==> src/rtl/key_sched_ctrl.sv <==
//==============================================================================
// key_sched_ctrl : AES-128 round-key schedule sequencer and key store
// Revision 1.0
//==============================================================================
`default_nettype none

module key_sched_ctrl #(
  parameter int NR = 10
) (
  input  logic         clk,
  input  logic         rst,
  input  logic         start,
  input  logic [127:0] key_in,
  output logic [127:0] ex_k_i,
  output logic [31:0]  ex_rcon,
  input  logic [127:0] ex_r_k,
  input  logic [3:0]   rd_addr,
  output logic [127:0] rd_key,
  output logic         busy,
  output logic         done,
  output logic         key_valid
);

  typedef enum logic [0:0] {
    IDLE   = 1'b0,
    EXPAND = 1'b1
  } state_t;

  localparam logic [3:0] LAST_ROUND = 4'(NR);

  state_t       state;
  state_t       next_state;
  logic [3:0]   round;
  logic [127:0] work;
  logic [127:0] slots [0:NR];
  logic         done_q;
  logic         key_valid_q;

  function automatic logic [7:0] rc_of(input logic [3:0] r);
    case (r)
      4'd1:    rc_of = 8'h01;
      4'd2:    rc_of = 8'h02;
      4'd3:    rc_of = 8'h04;
      4'd4:    rc_of = 8'h08;
      4'd5:    rc_of = 8'h10;
      4'd6:    rc_of = 8'h20;
      4'd7:    rc_of = 8'h40;
      4'd8:    rc_of = 8'h80;
      4'd9:    rc_of = 8'h1b;
      4'd10:   rc_of = 8'h36;
      default: rc_of = 8'h00;
    endcase
  endfunction

  always_ff @(posedge clk) begin
    if (rst) begin
      state <= IDLE;
    end else begin
      state <= next_state;
    end
  end

  always_comb begin
    next_state = state;
    ex_k_i     = '0;
    ex_rcon    = '0;
    case (state)
      IDLE: begin
        if (start) begin
          next_state = EXPAND;
        end
      end
      EXPAND: begin
        ex_k_i  = work;
        ex_rcon = {rc_of(round), 24'h0};
        if (round == LAST_ROUND) begin
          next_state = IDLE;
        end
      end
      default: next_state = IDLE;
    endcase
  end

  // Round counter stops at NR on completion, so it never exceeds NR.
  always_ff @(posedge clk) begin
    if (rst) begin
      round       <= '0;
      work        <= '0;
      done_q      <= 1'b0;
      key_valid_q <= 1'b0;
      for (int i = 0; i <= NR; i++) begin
        slots[i] <= '0;
      end
    end else begin
      done_q <= 1'b0;
      case (state)
        IDLE: begin
          if (start) begin
            slots[0]    <= key_in;
            work        <= key_in;
            round       <= 4'd1;
            key_valid_q <= 1'b0;
          end
        end
        EXPAND: begin
          work <= ex_r_k;
          for (int i = 1; i <= NR; i++) begin
            if (round == 4'(i)) begin
              slots[i] <= ex_r_k;
            end
          end
          if (round == LAST_ROUND) begin
            done_q      <= 1'b1;
            key_valid_q <= 1'b1;
          end else begin
            round <= round + 4'd1;
          end
        end
        default: ;
      endcase
    end
  end

  always_comb begin
    rd_key = '0;
    for (int i = 0; i <= NR; i++) begin
      if (rd_addr == 4'(i)) begin
        rd_key = slots[i];
      end
    end
  end

  assign busy      = (state == EXPAND);
  assign done      = done_q;
  assign key_valid = key_valid_q;

endmodule

`default_nettype wire

==> config.mk <==
export PLATFORM = sky130hd
export DESIGN_NAME = key_sched_ctrl
export DESIGN_NICKNAME = d
export VERILOG_FILES = /design/src/rtl/key_sched_ctrl.sv
export SDC_FILE = /design/constraint.sdc
export NUM_CORES = 2
export LEC_CHECK = 0
export BUFFER_PORTS_ARGS = -buffer_cell sky130_fd_sc_hd__buf_2
export CORE_ASPECT_RATIO = 1.2
export CORE_MARGIN = 1
export CORE_UTILIZATION = 25
export CTS_CLUSTER_DIAMETER = 40
export DETAILED_ROUTE_END_ITERATION = 7
export SLEW_MARGIN = 25
export SYNTH_ARGS = -nofsm -noshare
export SYNTH_HDL_FRONTEND = slang
export SYNTH_SLANG_ARGS = --single-unit
export TNS_END_PERCENT = 10
==> constraint.sdc <==
create_clock -name clk -period 5.5 [get_ports clk]
set_input_delay 0.275 -clock clk [delete_from_list [all_inputs] [get_ports clk]]
set_output_delay 0.275 -clock clk [all_outputs]
set_load 0.01 [all_outputs]
==> results.ini <==
[outcome]
outcome=complete, no violations

[floorplanning]
coreArea_mm2=0.283
num_rows=214
pin_count=554
start_util_pct=25.1
die_w_um=489
dieArea_mm2=0.286
die_h_um=586

[clocking]
postCtsSetupRepairBufs=0
cts_max_level=5
ctsResizeCount=0
cts_tree=built
cts.clk_slew.worst_paths_ps=60
clock_latency_ps=870
cts_hold_buf=396
cts_buffer_depth=4
cts_root_buffer=clkbuf_16
clock_sinks=1551
cts-buffers-inserted=274

[place]
io_buffers=529
dp_hpwl_um=155000
place_congestion=0.806

[layout]
syn_to_final_growth_pct=27.4
drive_gt1_share_pct=16.0
utilization_pct=32.0
nets=7459

[sta]
setup-violations-final=0
rsz0062_at_grt=false
slew_headroom_pct=20.8
tightest_slew_ps=1190
fin_tns_setup_ps=0
min_period_ps=4230
timing.final.crit_share_pct=76.9
final_max_slew_viol_count=0
fmax_mhz=236
fin_skew_ps=50.1
hold_violations=0

[critical_path]
crit_top_cell=buf_4
critical_path_class=flip-flop to primary output
critPathMaxStageDelay_ps=770
arrival_ps=3950
worstPathRequired_ps=5220
worstPathMaxFanout=93
crit_path_top_delay_cell=buf_4
end_kind=primary output
crit_path_start_kind=flip-flop
path_cells=buf_4 > buf_4 > buf_4 > and2_1 > buf_2

[logic_synthesis]
syn_avg_cell_area_um2=10.9
synth-edff-count=1408
synth_top_area_share_pct=59.5
yosys-top-cells-area=edfxtp_1 (60%), nor2_1 (11%), mux2i_1 (5.9%)
yosys_most_used_dff=edfxtp_1
yosys.area.top_type=edfxtp_1
netlist_area_mm2=0.0710
seq_area_frac_synth_pct=63.6
synth_cell_type_count=60
async_flop_share_pct=0
ys_ff_latch=1551
yosysWarnings=0
synthCells=6508

[pwr]
leakagePower_nw=34.7
total_power_mw=34.3
power.density_mw_per_mm2=379
vdd_drop_max_mv=0.240

[global_route]
grt_overflow=0
grt_max_degree=132
track_usage_pct=17.8
grt_pass1_vias=54190
grt_pass1_wl_um=372000
antenna_found_initial=15

[drt]
drtIter0Drc=5107
drc=0
drtAntennaViolNets=0
dr.pass1.iters=6
vias_per_cell=4.83
vias=54005
drt-wirelength-per-cell_um=23.5
wirelength_um=263000

[job]
maxCapViolCount=0

[min_path]
hold_path_class=input pin to flip-flop

[report_power, final]
| group | internal [mW] | switching [mW] |
|---|---|---|
| registers | 13.4 | 0.203 |
| logic | 1.02 | 2.00 |
| clock network | 11.3 | 6.28 |
| total | 25.8 | 8.48 |
[path summary, 6_finish.rpt]
kind	start	endpoint	slack [ps]	cells past startpoint
max	busy	ex_k_i[103]	1270	5
min	ex_r_k[119]	slots[10][119]	140	3
max reg2reg	busy	work[105]	1700	7
min reg2reg	key_valid	key_valid	470	2
[Yosys cell counts (3+ instances only)]
cell and number:
buf_2 147, edfxtp_1 1408, a21oi_1 448, o21ai_0 136
o22ai_1 306, o22ai_2 22, nor3_1 6, a22oi_1 24
mux2_2 16, inv_1 149, a211oi_1 18, buf_1 31
a221o_1 12, ha_1 8, nand2b_1 182, o21ai_1 9
clkbuf_1 407, o31a_1 14, and2_1 265, mux2i_1 416
o21bai_1 9, o2bb2ai_1 14, o221ai_1 15, buf_4 44
nor2_1 2000, o211ai_1 78, nor2b_1 17, a211o_1 7
nand2_1 80, buf_6 19, a21o_1 6, a222oi_1 6
or2_1 4, o2111ai_1 5, and3b_1 3, dfxtp_1 143
[cell type report]
class / count / area [µm²]
antenna: 8 / 20.0
clock buffer: 316 / 7280
clock inverter: 173 / 2200
fill: 28169 / 192000
inverter: 149 / 564
multi-input combinational: 4182 / 22800
sequential: 1551 / 45100
tap: 3780 / 4730
timing repair buffer: 1030 / 7780
[worst max-delay path: cells and delay by family (launching register included)]
kind,cells,cell delay [ps]
buffers and inverters,4,2190
and+or+nand+nor,1,240
DFF,1,430
[flip-flops by register name (all words and copies together), names as in the netlist, named ones only]
signal     count
work         128
key_valid      1
busy           1
round          4
done           1
slots       1408
[kinds of logic after synthesis]
kind of cell,share of synthesized area (%)
buffers and inverters,4.92
AOI/OAI and AO/OA,9.78
xor gates and xnor gates,0.0247
muxes,6.18
adders and majority gates,0.141
DFF,63.6
and+or+nand+nor,15.4
other,0.00528
[routing by layer]
metal  vias to the layer above  part of all wire [%]  GRT usage, %
li1                      24054                     -             -
met1                     26977                    40          22.0
met2                      2527                    48          30.2
met3                       447                   7.7          3.08
met4                         0                   4.3          7.78
met5                         -                     0             0
[placed cells by master (no fill, tap or decap), drive strengths merged, types with 145 or more instances in the layout]
cell type,Yosys,layout
nor2,2004,2004
edfxtp,1408,1408
buf,241,634
a21oi,450,450
mux2i,416,416
dlygate4sd3,0,396
o22ai,328,328
clkbuf,408,316
and2,265,265
inv,149,187
nand2b,182,182
o21ai,145,145
[metrics by stage]
stage / instances / area, µm² / hold WS, ps / setup slack [ps]
2_1_floorplan: 6531 / 71100 / 372 / 651
3_3_place_gp: 10293 / 76900 / 460 / 1330
3_5_place_dp: 10294 / 77000 / 462 / 1370
4_1_cts: 11179 / 90400 / 105 / 1250
5_1_grt: 11183 / 90500 / 123 / 902
6_report: 11189 / 90500 / 138 / 1270
No activity file was read; power rests on OpenSTA's default activity.
